[src/rtl/uart_pkg.sv]
// Shared types and helpers for the UART receive path.
package uart_pkg;

  localparam int MIN_DATA_WIDTH = 5;
  // Distance of the outer vote samples from the bit centre, in ticks.
  localparam int VOTE_OFFSET    = 1;

  typedef enum logic [1:0] {
    PAR_NONE = 2'b00,
    PAR_EVEN = 2'b01,
    PAR_ODD  = 2'b10
  } parity_t;

  typedef enum logic [2:0] {
    ST_IDLE     = 3'd0,
    ST_START    = 3'd1,
    ST_DATA     = 3'd2,
    ST_PARITY   = 3'd3,
    ST_STOP     = 3'd4,
    ST_BRK_WAIT = 3'd5
  } rx_state_t;

  // The encoding 11 is an alias for "no parity".
  function automatic parity_t decode_parity(input logic [1:0] p);
    case (p)
      2'b01:   return PAR_EVEN;
      2'b10:   return PAR_ODD;
      default: return PAR_NONE;
    endcase
  endfunction

  // Out-of-range widths saturate rather than wrap.
  function automatic logic [3:0] clamp_bits(input logic [3:0] b, input int maxw);
    if (int'(b) < MIN_DATA_WIDTH) return 4'(MIN_DATA_WIDTH);
    if (int'(b) > maxw)           return 4'(maxw);
    return b;
  endfunction

  function automatic logic maj3(input logic a, input logic b, input logic c);
    return (a & b) | (a & c) | (b & c);
  endfunction

endpackage

[src/rtl/uart_rx_sampler.sv]
// Line synchronizer, oversample tick counter and 3-sample majority vote.
module uart_rx_sampler
  import uart_pkg::*;
#(
  parameter int OVERSAMPLE  = 16,
  parameter int SYNC_STAGES = 2
) (
  input  logic i_clk,
  input  logic i_rstn,
  input  logic i_tick,
  input  logic i_RX,
  input  logic run,        // a frame is in progress; low holds tcnt at 0
  output logic rx_s,
  output logic vote,
  output logic vote_valid, // last vote sample of the bit, vote is final
  output logic bit_end     // last tick of the bit period
);

  localparam int TW = $clog2(OVERSAMPLE);
  localparam logic [TW-1:0] SMP_LO = TW'(OVERSAMPLE/2 - VOTE_OFFSET);
  localparam logic [TW-1:0] SMP_MD = TW'(OVERSAMPLE/2);
  localparam logic [TW-1:0] SMP_HI = TW'(OVERSAMPLE/2 + VOTE_OFFSET);
  localparam logic [TW-1:0] T_LAST = TW'(OVERSAMPLE - 1);

  logic [SYNC_STAGES-1:0] sync_q;
  logic [TW-1:0]          tcnt;
  logic [1:0]             samp;

  // Metastability chain; resets to the idle (mark) level.
  always_ff @(posedge i_clk or negedge i_rstn) begin
    if (!i_rstn) sync_q <= '1;
    else         sync_q <= {sync_q[SYNC_STAGES-2:0], i_RX};
  end

  assign rx_s = sync_q[SYNC_STAGES-1];

  // Tick position within the current bit; restarts on every new frame.
  always_ff @(posedge i_clk or negedge i_rstn) begin
    if (!i_rstn)     tcnt <= '0;
    else if (!run)   tcnt <= '0;
    else if (i_tick) tcnt <= (tcnt == T_LAST) ? '0 : tcnt + 1'b1;
  end

  // First two vote samples; the third is taken live at SMP_HI.
  always_ff @(posedge i_clk or negedge i_rstn) begin
    if (!i_rstn) samp <= 2'b11;
    else if (run && i_tick) begin
      if (tcnt == SMP_LO) samp[0] <= rx_s;
      if (tcnt == SMP_MD) samp[1] <= rx_s;
    end
  end

  assign vote_valid = run && i_tick && (tcnt == SMP_HI);
  assign bit_end    = run && i_tick && (tcnt == T_LAST);
  assign vote       = maj3(samp[0], samp[1], rx_s);

endmodule

[src/rtl/uart_rx_core.sv]
// Run-time configurable UART receiver: framing FSM, data/parity/stop
// checking and a single-entry valid/ready output holding register.
module uart_rx_core
  import uart_pkg::*;
#(
  parameter int MAX_DATA_WIDTH = 9,
  parameter int OVERSAMPLE     = 16,
  parameter int SYNC_STAGES    = 2
) (
  input  logic                      i_clk,
  input  logic                      i_rstn,
  input  logic                      i_tick,
  input  logic                      i_RX,
  input  logic [3:0]                i_cfg_data_bits,
  input  logic [1:0]                i_cfg_parity,
  input  logic                      i_cfg_stop2,
  output logic [MAX_DATA_WIDTH-1:0] o_data,
  output logic                      o_valid,
  input  logic                      i_ready,
  output logic                      o_parity_err,
  output logic                      o_frame_err,
  output logic                      o_break,
  output logic                      o_overrun,
  input  logic                      i_error_rst,
  output logic                      o_busy
);

  rx_state_t state;

  logic rx_s, vote, vote_valid, bit_end, run;

  // Frame configuration captured at the start edge.
  logic [3:0] eff_bits;
  parity_t    par_q;
  logic       stop2_q;

  logic [MAX_DATA_WIDTH-1:0] shreg;
  logic [3:0]                bcnt;
  logic                      par_acc;  // XOR of data votes so far
  logic                      perr, ferr;
  logic                      brk;      // every vote so far has been 0
  logic                      stop_idx; // 0 = first stop bit, 1 = second

  logic last_stop, frame_done, fin_ferr, fin_brk, par_exp, ovr_set;

  assign run = (state == ST_START) || (state == ST_DATA) ||
               (state == ST_PARITY) || (state == ST_STOP);

  uart_rx_sampler #(
    .OVERSAMPLE  (OVERSAMPLE),
    .SYNC_STAGES (SYNC_STAGES)
  ) u_sampler (
    .i_clk      (i_clk),
    .i_rstn     (i_rstn),
    .i_tick     (i_tick),
    .i_RX       (i_RX),
    .run        (run),
    .rx_s       (rx_s),
    .vote       (vote),
    .vote_valid (vote_valid),
    .bit_end    (bit_end)
  );

  // Completion fires at the last stop bit's final vote, not at bit end,
  // so the receiver is back in IDLE before the next start edge can arrive.
  assign last_stop  = (stop_idx == stop2_q);
  assign frame_done = (state == ST_STOP) && vote_valid && last_stop;
  assign fin_ferr   = ferr | ~vote;
  // Break only looks at the first stop bit's vote.
  assign fin_brk    = brk & (stop_idx | ~vote);
  assign par_exp    = par_acc ^ (par_q == PAR_ODD);
  assign ovr_set    = frame_done && o_valid && !i_ready;

  // Framing FSM and receive datapath.
  always_ff @(posedge i_clk or negedge i_rstn) begin
    if (!i_rstn) begin
      state    <= ST_IDLE;
      eff_bits <= 4'(MIN_DATA_WIDTH);
      par_q    <= PAR_NONE;
      stop2_q  <= 1'b0;
      shreg    <= '0;
      bcnt     <= '0;
      par_acc  <= 1'b0;
      perr     <= 1'b0;
      ferr     <= 1'b0;
      brk      <= 1'b0;
      stop_idx <= 1'b0;
    end else begin
      case (state)
        ST_IDLE: begin
          if (i_tick && !rx_s) begin
            state    <= ST_START;
            eff_bits <= clamp_bits(i_cfg_data_bits, MAX_DATA_WIDTH);
            par_q    <= decode_parity(i_cfg_parity);
            stop2_q  <= i_cfg_stop2;
            shreg    <= '0;
            bcnt     <= '0;
            par_acc  <= 1'b0;
            perr     <= 1'b0;
            ferr     <= 1'b0;
            brk      <= 1'b1;
            stop_idx <= 1'b0;
          end
        end
        ST_START: begin
          // A start bit that votes high was a glitch.
          if (vote_valid && vote) state <= ST_IDLE;
          else if (bit_end)       state <= ST_DATA;
        end
        ST_DATA: begin
          if (vote_valid) begin
            for (int i = 0; i < MAX_DATA_WIDTH; i++)
              if (4'(i) == bcnt) shreg[i] <= vote;
            par_acc <= par_acc ^ vote;
            if (vote) brk <= 1'b0;
          end
          if (bit_end) begin
            if (bcnt == eff_bits - 4'd1) begin
              bcnt  <= '0;
              state <= (par_q == PAR_NONE) ? ST_STOP : ST_PARITY;
            end else begin
              bcnt <= bcnt + 4'd1;
            end
          end
        end
        ST_PARITY: begin
          if (vote_valid) begin
            if (vote != par_exp) perr <= 1'b1;
            if (vote) brk <= 1'b0;
          end
          if (bit_end) state <= ST_STOP;
        end
        ST_STOP: begin
          if (vote_valid) begin
            if (!vote) ferr <= 1'b1;
            if (vote && !stop_idx) brk <= 1'b0;
            if (last_stop) state <= rx_s ? ST_IDLE : ST_BRK_WAIT;
          end
          // Only reached for the first of two stop bits.
          if (bit_end) stop_idx <= 1'b1;
        end
        ST_BRK_WAIT: begin
          if (rx_s) state <= ST_IDLE;
        end
        default: state <= ST_IDLE;
      endcase
    end
  end

  // Output holding register: a full, unaccepted register drops new frames.
  always_ff @(posedge i_clk or negedge i_rstn) begin
    if (!i_rstn) begin
      o_data       <= '0;
      o_valid      <= 1'b0;
      o_parity_err <= 1'b0;
      o_frame_err  <= 1'b0;
      o_break      <= 1'b0;
    end else if (frame_done && !(o_valid && !i_ready)) begin
      o_data       <= shreg;
      o_valid      <= 1'b1;
      o_parity_err <= perr;
      o_frame_err  <= fin_ferr;
      o_break      <= fin_brk;
    end else if (o_valid && i_ready) begin
      o_valid <= 1'b0;
    end
  end

  // Sticky overrun; a new drop outranks a clear in the same cycle.
  always_ff @(posedge i_clk or negedge i_rstn) begin
    if (!i_rstn)          o_overrun <= 1'b0;
    else if (ovr_set)     o_overrun <= 1'b1;
    else if (i_error_rst) o_overrun <= 1'b0;
  end

  // Busy flag registered from the state.
  always_ff @(posedge i_clk or negedge i_rstn) begin
    if (!i_rstn) o_busy <= 1'b0;
    else         o_busy <= (state != ST_IDLE);
  end

endmodule

[config.mk]
export PLATFORM = sky130hd
export DESIGN_NAME = uart_rx_core
export DESIGN_NICKNAME = d
export VERILOG_FILES = /design/src/rtl/uart_pkg.sv /design/src/rtl/uart_rx_sampler.sv /design/src/rtl/uart_rx_core.sv
export SDC_FILE = /design/constraint.sdc
export NUM_CORES = 1
export LEC_CHECK = 0
export BUFFER_PORTS_ARGS = -buffer_cell sky130_fd_sc_hd__buf_4
export CORE_MARGIN = 3
export CORE_UTILIZATION = 28
export CTS_CLUSTER_DIAMETER = 50
export DETAILED_ROUTE_END_ITERATION = 7
export PLACE_DENSITY = 0.56
export REMOVE_ABC_BUFFERS = 1
export SETUP_SLACK_MARGIN = 0.05
export SYNTH_ARGS = -nofsm -noshare
export SYNTH_HDL_FRONTEND = slang
export SYNTH_SLANG_ARGS = --single-unit
[constraint.sdc]
create_clock -name i_clk -period 2.25 [get_ports i_clk]
set_input_delay 0.1125 -clock i_clk [delete_from_list [all_inputs] [get_ports i_clk]]
set_output_delay 0.1125 -clock i_clk [all_outputs]
set_load 0.01 [all_outputs]
==> results.ini <==
[global_route]
grt_max_degree = 52
grt_pass1_wl_um = 9832
grt_pass1_vias = 2058
grtUsageMet1_pct = 15.51
antenna_found_initial = 0
grt_usage_pct = 11.64
use_met3_pct = 2.300
overflow = 0
busiest_layer = met2
grt_use_met2_pct = 19.27

[placed_design]
dpl.hpwl_um = 4190
dpl.cell_count = 396
routabilityCongestion = 0.8649
numPortBuffers = 27

[floorplanning]
fp.dieW_um = 102.7
coreArea_um2 = 8891
rows = 34
die_y_um = 102.7
start_util_pct = 29.45
dieArea_um2 = 10550
pin_count = 28

[cells_and_area]
final_cells = 410
nNetsFinal = 322
antenna_cells = 0
synthToLayoutAreaGrowth_pct = 21.50
final_common_cell = dfrtp_1
drive_gt1_share_pct = 23.51
final_cell_mix = dfrtp_1 (45), buf_4 (43), nand2_1 (26)
fillers = 892

[setup_path]
cp-start-kind = register
crit_path_end_kind = register
cp_max_fo = 12
required_ns = 2.45
crit_type = register to register
cp.arrival_ns = 2.34
cp_slowest_cell = or4_4
crit_family = simple AND/OR/NAND/NOR gates
crit_chain = inv_1, ha_1, nand4b_1, or4_4, nor2b_4, buf_12, mux2_1
critPathMaxStageDelay_ns = 0.57
path_buf_inv = 2

[sta]
fin_crit_ns = 2.146
worstMarginPinSlew_ns = 0.7107
skew_ns = 0.008530
setup_viol = 0
slew_violations = 0
finalHoldViolCount = 0
rsz0062_at_grt = no
relSlewSlack_pct = 52.30
fin_crit_sh_pct = 95.36
fin_setup_tns_ns = 0
max_freq_mhz = 466.1

[logic_synthesis]
synth_edf_count = 0
ys_seq_elements = 51
ys_top_cells_by_area = dfrtp_1 (43%), dfstp_2 (6.0%), mux2_1 (4.7%)
post-synth-top-area-fraction_pct = 43.00
syn_area_um2 = 2619
ys_types = 58
synthXorXnorAreaFrac_pct = 3.679
ys_seq_area_share_pct = 49.02
async_flop_share_pct = 100.0
synth_top_family_by_area = simple AND/OR/NAND/NOR gates
synthAdderAreaFrac_pct = 4.204
netlist_instances = 258
synth_compound_area_share_pct = 12.42
yosysWarnings = 0
synthMuxAreaShare_pct = 7.167
synth-simple-area-share_pct = 19.49
synth_top_area_cell = dfrtp_1
synth-main-ff-cell = dfrtp_1
syn_avg_cell_area_um2 = 10.15

[clocking]
cts_tree = built
numClockSinks = 51
h-tree-depth = 2
clk_pin_slew_worst_paths_ns = 0.10
clkLatencyLatePin_ns = 0.31
numCtsBuffers = 5
cts-root-buf = clkbuf_8
ctsResizeCount = 0
cts_buffer_depth = 2

[power_and_ir_drop]
leakage_nw = 1.446
ir_worst_vdd_v = 0.0003896
power.density_nw_per_um2 = 891.2

[run]
drv_cap = 0

[routing]
wirelength_um = 5755
vias = 2046
ant_nets = 0
drt_pass1_iterations = 4
viasPerCell = 4.990
drt_first_iter_violations = 59
post_drt_wl_per_cell_um = 14.04
drc = 0

[status]
status = completed

[hold_path]
hp-class = primary input to register

worst paths after layout:
path / from / to / slack (ns) / cells after the start
setup / recovery: u_sampler.tcnt[1]$_DFFE_PN0P_ / o_data[0]$_DFFE_PN0P_ / 0.10 / 7
hold / removal: i_cfg_parity[0] / par_q[1]$_DFFE_PN0P_ / 0.06 / 3
setup reg to reg: u_sampler.tcnt[1]$_DFFE_PN0P_ / o_data[0]$_DFFE_PN0P_ / 0.10 / 7
hold reg to reg: u_sampler.sync_q[0]$_DFF_PN1_ / u_sampler.sync_q[1]$_DFF_PN1_ / 0.36 / 0
max in group asynchronous: i_rstn / state[0]$_DFFE_PN0P_ / 1.43 / 2
min in group asynchronous: i_rstn / u_sampler.tcnt[1]$_DFFE_PN0P_ / 0.35 / 2
worst reg2reg max path, delay by kind of cell, from the launching register on:
kind                     cells  cell delay [ns]
multiplexers                 1             0.33
adder cells (fa/ha/maj)      1             0.19
AND/OR/NAND/NOR              3             0.85
flip-flops                   1             0.41
buffers and inverters        2             0.26
metrics by stage:
stage	instance area (um2)	setup WS (ns)	hold slack [ns]	total power, mW	utilization [%]
2_1_floorplan	2559	0.1215	-0.1831	1.892	-
3_5_place_dp	3029	0.1001	0.1903	2.269	34.07
3_3_place_gp	3029	0.1764	0.1862	2.251	34.07
6_report	3182	0.1043	0.05952	2.836	35.79
4_1_cts	3174	0.09371	0.04903	2.866	35.70
5_1_grt	3182	0.04242	0.06471	3.042	35.79
report_power, final:
group          internal [mW]  switching [mW]  leakage [nW]
registers               1.07           0.152         0.665
logic                  0.472           0.575         0.732
clock network          0.230           0.336        0.0491
synthesized netlist by cell type, drive strengths merged (2+ instances only):
library cell  instances
o41ai                 2
and4                  2
nor3                  2
buf                   5
nand3                17
o22ai                 3
ha                    8
o32ai                 2
dfrtp                45
nor4                  2
nand2b                7
xnor2                 8
or4                   4
dfstp                 6
mux2                 14
nor2b                 3
clkbuf                8
xor2                  3
nand4b                3
o21a                  2
nor2                 18
nand2                27
mux2i                 3
or2                   2
inv                  12
a21oi                10
o21ai                20
a21o                  2
final cells by class:
cell class / instances / area (um2) / area share [%]
Inverter: 12 / 45.04 / 1.416
Tap cell: 108 / 135.1 / 4.247
Clock inverter: 3 / 26.28 / 0.8258
Clock buffer: 5 / 68.82 / 2.163
Sequential cell: 51 / 1284 / 40.35
Timing Repair Buffer: 49 / 392.9 / 12.35
Multi-Input combinational cell: 182 / 1230 / 38.66
state kept, by name (all words and copies together), names as in the netlist, 2 cells and up:
signal            cells
u_sampler.samp        2
par_q                 2
u_sampler.sync_q      2
o_data                9
eff_bits              4
state                 3
u_sampler.tcnt        4
bcnt                  4
shreg                 9
cells by family after synthesis:
logic type / Yosys count
simple gates: 94
compound gates: 51
flops: 51
buf+inv: 25
mux: 17
xor+xnor: 11
fa+ha+maj: 9
timing repair:
action / in CTS / in global routing
setup buffers: 0 / 1
endpoints found under the hold margin: 49 / 0
hold buffers: 5 / 0
setup endpoints to repair: 0 / 11
routing by layer:
layer / part of all wire (%) / wire length (um) / vias to the layer above
met3: 3.8 / 216 / 10
met1: 46 / 2674 / 992
met5: 0 / 0 / -
met4: 1.4 / 80 / 0
li1: - / - / 1001
met2: 48 / 2784 / 43
(Power assumes the default switching activity.)
